### src/rtl/branch_target_buffer.sv
// Direct-mapped branch target buffer with 2-bit saturating direction counters.
// Define BTB_BYPASS_EN to forward a same-cycle update of the looked-up PC to the lookup outputs.
module branch_target_buffer #(
   parameter  int INDEX_BITS = 5,
   localparam int TAG_BITS   = 30 - INDEX_BITS
) (
   input  logic        clk,
   input  logic        rst,
   input  logic [31:0] lookup_pc,
   output logic        predicted_taken,
   output logic [31:0] predicted_target,
   input  logic        upd_valid,
   input  logic [31:0] upd_pc,
   input  logic [31:0] upd_target,
   input  logic        upd_taken
);

   localparam int ENTRIES = 1 << INDEX_BITS;

   logic                r_valid  [ENTRIES];
   logic [TAG_BITS-1:0] r_tag    [ENTRIES];
   logic [31:0]         r_target [ENTRIES];
   logic [1:0]          r_ctr    [ENTRIES];

   logic [INDEX_BITS-1:0] w_l_idx, w_u_idx;
   logic [TAG_BITS-1:0]   w_l_tag, w_u_tag;
   logic                  w_u_hit;
   logic                  w_we;
   logic                  w_n_valid;
   logic [TAG_BITS-1:0]   w_n_tag;
   logic [31:0]           w_n_target;
   logic [1:0]            w_n_ctr;
   logic                  w_e_valid;
   logic [TAG_BITS-1:0]   w_e_tag;
   logic [31:0]           w_e_target;
   logic [1:0]            w_e_ctr;
   logic                  w_hit;
   logic                  w_unused;

   assign w_l_idx  = lookup_pc[INDEX_BITS+1:2];
   assign w_l_tag  = lookup_pc[31:INDEX_BITS+2];
   assign w_u_idx  = upd_pc[INDEX_BITS+1:2];
   assign w_u_tag  = upd_pc[31:INDEX_BITS+2];
   assign w_u_hit  = r_valid[w_u_idx] && (r_tag[w_u_idx] == w_u_tag);
   assign w_unused = ^upd_pc[1:0];

   // Post-update image of the entry addressed by upd_pc; w_we marks a real change.
   always_comb begin
      w_we       = 1'b0;
      w_n_valid  = r_valid[w_u_idx];
      w_n_tag    = r_tag[w_u_idx];
      w_n_target = r_target[w_u_idx];
      w_n_ctr    = r_ctr[w_u_idx];
      if (upd_valid) begin
         if (w_u_hit) begin
            w_we = 1'b1;
            if (upd_taken) begin
               w_n_ctr    = (r_ctr[w_u_idx] == 2'd3) ? 2'd3 : r_ctr[w_u_idx] + 2'd1;
               w_n_target = upd_target;
            end else begin
               w_n_ctr    = (r_ctr[w_u_idx] == 2'd0) ? 2'd0 : r_ctr[w_u_idx] - 2'd1;
            end
         end else if (upd_taken) begin
            w_we       = 1'b1;
            w_n_valid  = 1'b1;
            w_n_tag    = w_u_tag;
            w_n_target = upd_target;
            w_n_ctr    = 2'b10;
         end
      end
   end

   always_ff @(posedge clk) begin
      if (rst) begin
         for (int i = 0; i < ENTRIES; i++) begin
            r_valid[i]  <= 1'b0;
            r_tag[i]    <= '0;
            r_target[i] <= '0;
            r_ctr[i]    <= 2'b01;
         end
      end else if (w_we) begin
         r_valid[w_u_idx]  <= w_n_valid;
         r_tag[w_u_idx]    <= w_n_tag;
         r_target[w_u_idx] <= w_n_target;
         r_ctr[w_u_idx]    <= w_n_ctr;
      end
   end

   always_comb begin
      w_e_valid  = r_valid[w_l_idx];
      w_e_tag    = r_tag[w_l_idx];
      w_e_target = r_target[w_l_idx];
      w_e_ctr    = r_ctr[w_l_idx];
`ifdef BTB_BYPASS_EN
      if (w_we && (upd_pc[31:2] == lookup_pc[31:2])) begin
         w_e_valid  = w_n_valid;
         w_e_tag    = w_n_tag;
         w_e_target = w_n_target;
         w_e_ctr    = w_n_ctr;
      end
`endif
   end

   // Table contents are about to be cleared, so a reset cycle always misses.
   assign w_hit            = !rst && w_e_valid && (w_e_tag == w_l_tag);
   assign predicted_taken  = w_hit && w_e_ctr[1];
   assign predicted_target = predicted_taken ? w_e_target : lookup_pc + 32'd4;

endmodule
### config.mk
export PLATFORM = sky130hd
export DESIGN_NAME = branch_target_buffer
export DESIGN_NICKNAME = d
export VERILOG_FILES = /design/src/rtl/branch_target_buffer.sv
export SDC_FILE = /design/constraint.sdc
export NUM_CORES = 2
export LEC_CHECK = 0
export CORE_UTILIZATION = 40
export DETAILED_ROUTE_END_ITERATION = 6
export GPL_TIMING_DRIVEN = 1
export PLACE_DENSITY_LB_ADDON = 0.2
export SLEW_MARGIN = 10
export SYNTH_ARGS = -nofsm -noshare
export SYNTH_HDL_FRONTEND = slang
export SYNTH_SLANG_ARGS = --single-unit
### constraint.sdc
create_clock -name clk -period 7.2 [get_ports clk]
set_input_delay 1.44 -clock clk [delete_from_list [all_inputs] [get_ports clk]]
set_output_delay 1.44 -clock clk [all_outputs]
set_load 0.005 [all_outputs]
### After elaboration in Yosys (flattened, before gate mapping)

Memory sizes are Yosys's and may differ from the RTL's.
Cells that the tools add are included.

* output and inout bits: 33
* RAM bits: 1920
* register bits: 0
* memories: 4

* mux-type cells: 35
* equal/unequal tests: 5
* $add $sub $neg: 3
* reduce and logical (&&, ||, !) cells: 11

Memories
* r_target: words 32, bits a word 32, rd ports 1, clocked after memory_dff 0, write ports 32, line 22 `logic [31:0] r_target [ENTRIES];`
* r_tag: words 32, bits a word 25, rd ports 2, clocked after memory_dff 0, write ports 32, line 21 `logic [TAG_BITS-1:0] r_tag [ENTRIES];`
* r_ctr: words 32, bits a word 2, rd ports 2, clocked after memory_dff 0, write ports 32, line 23 `logic [1:0] r_ctr [ENTRIES];`
* r_valid: words 32, bits a word 1, rd ports 2, clocked after memory_dff 0, write ports 32, line 20 `logic r_valid [ENTRIES];`

Operators by type and width (number)
* 32-bit two-way mux: 4
* 25-bit two-way mux: 4
* 25-bit == test: 2
* 32-bit by 3-bit adder with 32-bit output, second input constant: 1
* 32-bit OR reduction: 1
* 25-bit OR reduction: 1
* 5-bit two-way mux: 4
* 1-bit two-way mux: 16
* 2-bit two-way mux: 7
* 1-bit logical AND: 4
* 3-bit AND reduction: 1
* 2-bit by 1-bit adder with 2-bit output, second input constant: 1
* 2-bit == test, second input constant: 1
* 2-bit logical NOT: 1
* 2-bit != test, second input constant: 1
* 2-bit OR reduction: 1
* 2-bit by 1-bit subtractor with 2-bit output, second input constant: 1
* 1-bit logical NOT: 1
* 1-bit != test, second input constant: 1
* 1-bit OR reduction: 1

### Longest topological paths before layout

An unclocked memory read counts as a cell.

* depth in word-level cells: 11
* gate-level depth with buffers: 18

### Worst setup path after synthesis

OpenSTA, ideal clock, no wires.

* kind: input to output
* from: in lookup_pc[2]
* to: out predicted_target[10]
* slack: 0.747 ns
* buffers on the path: 11
* arrival: 5.013 ns
* data required time: 5.760 ns
* cell stages on the path: 15
* cell sequence: buf_2 > buf_6 > buf_2 > buf_4 > buf_4 > buf_2 > buf_2 > buf_2 > buf_2 > buf_2 > buf_2 > mux4_2 > mux4_2 > mux2i_1 > a21oi_1

* cells in the longest elaborated chain, start to end: 5
* elaborated cells between the ends (all ways): 10
* classes of those cells: 1 x add/sub; 1 x eq/ne; 1 x mux; 3 x reduce/logical; 4 x memory

RTL lines
* start: declaration: line 9 `input logic [31:0] lookup_pc,`
* memory read 32 x 25 bit or memory read 32 x 1 bit (tied branches)
* 25-bit == test or 1-bit logical AND (tied branches): line 105 `assign w_hit = !rst && w_e_valid && (w_e_tag == w_l_tag);`
* 1-bit logical AND: line 105
* 1-bit logical AND: line 106 `assign predicted_taken = w_hit && w_e_ctr[1];`
* 32-bit two-way mux *: line 107 `assign predicted_target = predicted_taken ? w_e_target : lookup_pc + 32'd4;`
* end: declaration: line 11 `output logic [31:0] predicted_target,`

Every way passes the cells marked *; elsewhere a longest branch is shown, timed or not.

### Worst setup path in the final report

* from: in lookup_pc[2]
* to: out predicted_target[22]

Same word-level chain as after synthesis.

==> impl.org <==
** Route
- In the routed layout, each cell is associated on average with a via count of 6.401.
- DR pass1 iterations :: 7
- Count of vias placed by the detailed router :: 67050
- Detail-routed net length per standard cell :: 37.55 um
- Residual antenna-violating net count after detailed routing :: 0
- Detailed Route WL :: 393300 um
- Starting DRT DRC Count :: 10050
- In the routed design, unresolved DRC markers number 1.

** CTS
- Clock latency of the later-clocked register in the worst-skew pair :: 0.92 ns
- Clock Tree Root :: sky130_fd_sc_hd__clkbuf_16
- Clock-pin slew was measured on the worst setup and hold paths at 0.06 ns.
- Number of buffers created by CTS :: 207
- Number of clock sinks :: 1920
- Clock tree from TritonCTS :: done
- H-tree Lvls :: 4
- Buffer levels on the longest clock path :: 3

** Placed design
- Port-buffer cells :: 130
- Gpl congestion :: 0.9942
- Post-DP HPWL :: 249300 um

** Global route
- The number of antenna violations at the first check in global routing was 33.
- Vias in the first global route :: 65500
- Global routing used 32.47% of the available tracks across all layers.
- For met1 alone, demand over resource in global routing was 42.02%.
- Global routing used 49.10% of the available met2 tracks.
- Global route hottest layer :: met2
- In the global route stage, met3 resource usage came out at 7.937%.
- The first global-routing pass estimated 533200 um of wire.
- Entering global routing, the biggest net connects 134 pins.
- Grt total ovfl :: 0

** Yosys
- After synthesis, flip-flops and latches occupy 60.56% of the total area.
- For this run, the leading register cell type out of synthesis is sky130_fd_sc_hd__edfxtp_1.
- After synthesis, the share of flip-flops with an asynchronous set or reset is 0%.
- Parity-gate share of the synthesized area counting xor and xnor cells :: 0.3588%
- Of the post-synthesis cell area, the dominant cell type holds 60.56%.
- Summing the areas of all and, or, nand and nor instances in the mapped netlist gives 14.74% of the synthesized area.
- Counting every net in the synthesized netlist gives 6879.
- Gate count after technology mapping :: 6778
- Fraction of synthesized area in multiplexers :: 17.30%
- Counting distinct cell types in the post-synthesis netlist gives 63.
- The synthesized design contains 1920 register bits.
- In this run the cell area of the synthesized design comes to 95200 um^2.
- Yosys printed 0 warnings.
- In the post-synthesis netlist, the biggest area contributors are sky130_fd_sc_hd__edfxtp_1 61%, sky130_fd_sc_hd__mux4_2 11%, sky130_fd_sc_hd__and2_1 6.9%.
- Post-synth EDFFs :: 1920
- Adder-cell share of the synthesized area :: 0.02366%
- Syn_area_per_cell :: 14.04 um^2
- The synthesized design spends more area on one cell type than any other, namely sky130_fd_sc_hd__edfxtp_1.
- The synthesized netlist devotes 3.441% of its cell area to compound gates.
- Dominant combinational cell family by area after synthesis :: multiplexers

** Critical path
- Worst path required time :: 5.76 ns
- STA puts the critical path data arrival time at 5.97 ns.
- Along the worst path, the maximum fanout reaches 11.
- FF-to-FF path depth :: 13
- The worst register-to-register path has a setup slack of 2.64 ns.
- Worst r2r dst :: r_tag[6][1]
- Startpoint of the worst register-to-register path :: r_tag[17][10]
- Kind of end point of the critical path :: output port
- Kind of critical path :: input pin to output port
- Sort of element at the start of the critical path :: input pin

** Floorplan
- For this design the top-level I/O count stands at 133.
- The floorplan step defined a die boundary enclosing 239900 um^2.
- The floorplan has 178 rows.
- Height of the die :: 489.8 um
- For this configuration, the core starts out at a cell density of 40.36%.
- Die Span X :: 489.8 um
- Core outline area :: 235900 um^2

** Power
- VDD sags by at most 0.2299 mV.
- Power spread over the standard cell area amounts to 237.8 nW/um^2.
- Leakage component of the power :: 0.04022 uW

** Timing
- Worst setup margin :: -0.2058 ns
- Based on the critical path, the design can be clocked at up to 135.0 MHz.
- Post-route setup TNS :: -0.7358 ns
- The count of endpoints failing hold in the final timing report is 0.
- For the finished layout, the period the worst path requires is 7.406 ns.
- In the finished design, the share of the clock period the worst path needs comes to 102.9%.
- Max-slew headroom :: 8.831%
- For the pin with the worst max-slew slack, the measured transition is 1.363 ns.
- Setup violations remaining at the end of the flow were counted as 5.
- Setup repair after global routing could not meet its margin everywhere.
- Fin. max-slew vios :: 0
- Across the routed clock network, the largest skew measured is 0.1158 ns.

** Worst hold path
- Endpoint with the worst hold slack :: r_tag[4][23]
- Hold Crit Start :: r_tag[15][23]
- The worst hold path passes through 7 cells.
- The path class of the tightest hold or removal check is flip-flop to flip-flop.

** Status
- Violated checks :: design-rule violations, negative setup slack
- Run status :: complete, but fails checks

** Layout
- The post-route netlist has 24.72% of its cells at a drive strength greater than 1.
- Most common library cell in the layout ignoring fill and taps :: sky130_fd_sc_hd__edfxtp_1
- The library cells used most frequently in the layout, excluding fill and tap cells, are 1920 x sky130_fd_sc_hd__edfxtp_1, 1045 x sky130_fd_sc_hd__and2_1, 844 x sky130_fd_sc_hd__nor3_1.
- Number of nets in the layout :: 7234
- Layout Area Growth over Synthesis :: 19.15%
- Fraction of the core area covered by cells at the end of the flow :: 48.09%

** Run
- Max-cap violations in this run came to 0.
cells in the mapped netlist, types with 4 or more instances:
library cell / n
sky130_fd_sc_hd__clkbuf_1: 495
sky130_fd_sc_hd__o21ai_0: 27
sky130_fd_sc_hd__xor2_1: 19
sky130_fd_sc_hd__xnor2_1: 20
sky130_fd_sc_hd__a221oi_1: 22
sky130_fd_sc_hd__buf_1: 17
sky130_fd_sc_hd__or4b_1: 5
sky130_fd_sc_hd__o22ai_1: 245
sky130_fd_sc_hd__or2_2: 35
sky130_fd_sc_hd__or4_1: 6
sky130_fd_sc_hd__a2111oi_0: 5
sky130_fd_sc_hd__a22o_1: 10
sky130_fd_sc_hd__nand4_1: 25
sky130_fd_sc_hd__nand2_1: 95
sky130_fd_sc_hd__mux4_2: 467
sky130_fd_sc_hd__inv_1: 40
sky130_fd_sc_hd__a32oi_1: 4
sky130_fd_sc_hd__mux2i_1: 587
sky130_fd_sc_hd__buf_2: 191
sky130_fd_sc_hd__a21o_1: 14
sky130_fd_sc_hd__nand3b_1: 16
sky130_fd_sc_hd__nor2b_1: 13
sky130_fd_sc_hd__and2_1: 1046
sky130_fd_sc_hd__and4_1: 15
sky130_fd_sc_hd__a31oi_1: 15
sky130_fd_sc_hd__a211oi_1: 14
sky130_fd_sc_hd__nand3_1: 59
sky130_fd_sc_hd__buf_4: 23
sky130_fd_sc_hd__a21oi_1: 73
sky130_fd_sc_hd__buf_6: 17
sky130_fd_sc_hd__o211ai_1: 8
sky130_fd_sc_hd__nor3b_1: 5
sky130_fd_sc_hd__nand4b_1: 11
sky130_fd_sc_hd__edfxtp_1: 1920
sky130_fd_sc_hd__nand2b_1: 39
sky130_fd_sc_hd__mux2_2: 7
sky130_fd_sc_hd__or3_1: 38
sky130_fd_sc_hd__nor2_1: 78
sky130_fd_sc_hd__and3_1: 18
sky130_fd_sc_hd__nand4bb_1: 10
sky130_fd_sc_hd__a22oi_1: 50
sky130_fd_sc_hd__nor3_1: 869
sky130_fd_sc_hd__nor4_1: 77
report_power, final:
| group | switching, uW | total [uW] | internal, uW |
|---|---|---|---|
| Clock | 4730 | 10700 | 6010 |
| Combinational | 2050 | 3280 | 1230 |
| Sequential | 183 | 13000 | 12800 |
metal layers:
| metal | up-vias | wire [um] |
|---|---|---|
| met5 | - | 189 |
| met4 | 28 | 27930 |
| met3 | 1172 | 43700 |
| met2 | 4478 | 175300 |
| met1 | 34480 | 146200 |
| li1 | 26890 | - |
how the worst max path moves through the flow:
stage | slack [ns] | cells past startpoint | endpoint | startpoint
final | -0.21 | 14 | predicted_target[22] | lookup_pc[2]
after global routing | -0.18 | 19 | predicted_target[22] | lookup_pc[3]
after CTS | -0.05 | 15 | predicted_target[22] | lookup_pc[2]
after detailed placement | -0.85 | 15 | predicted_target[26] | lookup_pc[2]
after global placement | -0.88 | 15 | predicted_target[26] | lookup_pc[2]
after floorplan | 0.75 | 15 | predicted_target[10] | lookup_pc[2]
cell type report:
class                           count  area, um^2
Clock inverter                    126        1320
Multi-Input combinational cell   4073       35180
Fill cell                       20390      122400
Sequential cell                  1920       57660
Timing Repair Buffer              889        9716
Clock buffer                      260        5421
Inverter                           42       162.7
Antenna cell                       14       35.03
Tap cell                         3150        3941
metrics by stage:
step / total power, uW / std cells / area (um^2) / hold WS [ns] / worst slack, ns
after floorplan: 14690 / 6778 / 95200 / 0.9168 / 0.7469
after global placement: 16280 / 10040 / 105700 / 1.140 / -0.8838
after detailed placement: 16320 / 10040 / 105700 / 1.154 / -0.8492
after CTS: 26950 / 10450 / 113100 / 1.135 / -0.04545
after global routing: 27540 / 10460 / 113400 / 1.243 / -0.1768
final: 26970 / 10470 / 113400 / 1.154 / -0.2058
worst max-delay path: stages:
cell and delay (ns):
sky130_fd_sc_hd__buf_16 0.16, sky130_fd_sc_hd__buf_8 0.20, sky130_fd_sc_hd__mux4_2 0.54, sky130_fd_sc_hd__a32oi_1 0.22, sky130_fd_sc_hd__nand4_1 0.29, sky130_fd_sc_hd__xor2_2 0.30
sky130_fd_sc_hd__or3_4 0.37, sky130_fd_sc_hd__or4_4 0.59, sky130_fd_sc_hd__or4_4 0.54, sky130_fd_sc_hd__buf_12 0.20, sky130_fd_sc_hd__buf_8 0.16, sky130_fd_sc_hd__a21oi_2 0.23
sky130_fd_sc_hd__buf_4 0.15, sky130_fd_sc_hd__clkdlybuf4s50_1 0.51
cells by family after synthesis:
family,after synthesis
flops,1920
buf+inv,785
compound gates,504
fa+ha+maj,2
xor+xnor,39
simple gates,2467
mux,1061
repair_timing:
item | CTS | global route
setup buffers | 18 | 10
pin swaps | 7 | 4
hold buffers | 0 | 0
endpoints found under the setup margin | 33 | 29
cloned | 3 | 3
gates resized for setup | 76 | 65
state kept, by name, indices dropped and copies added (netlist names):
register,count
r_ctr,64
r_valid,32
r_tag,800
r_target,1024
Note: power is estimated with default switching activity, not from simulation.
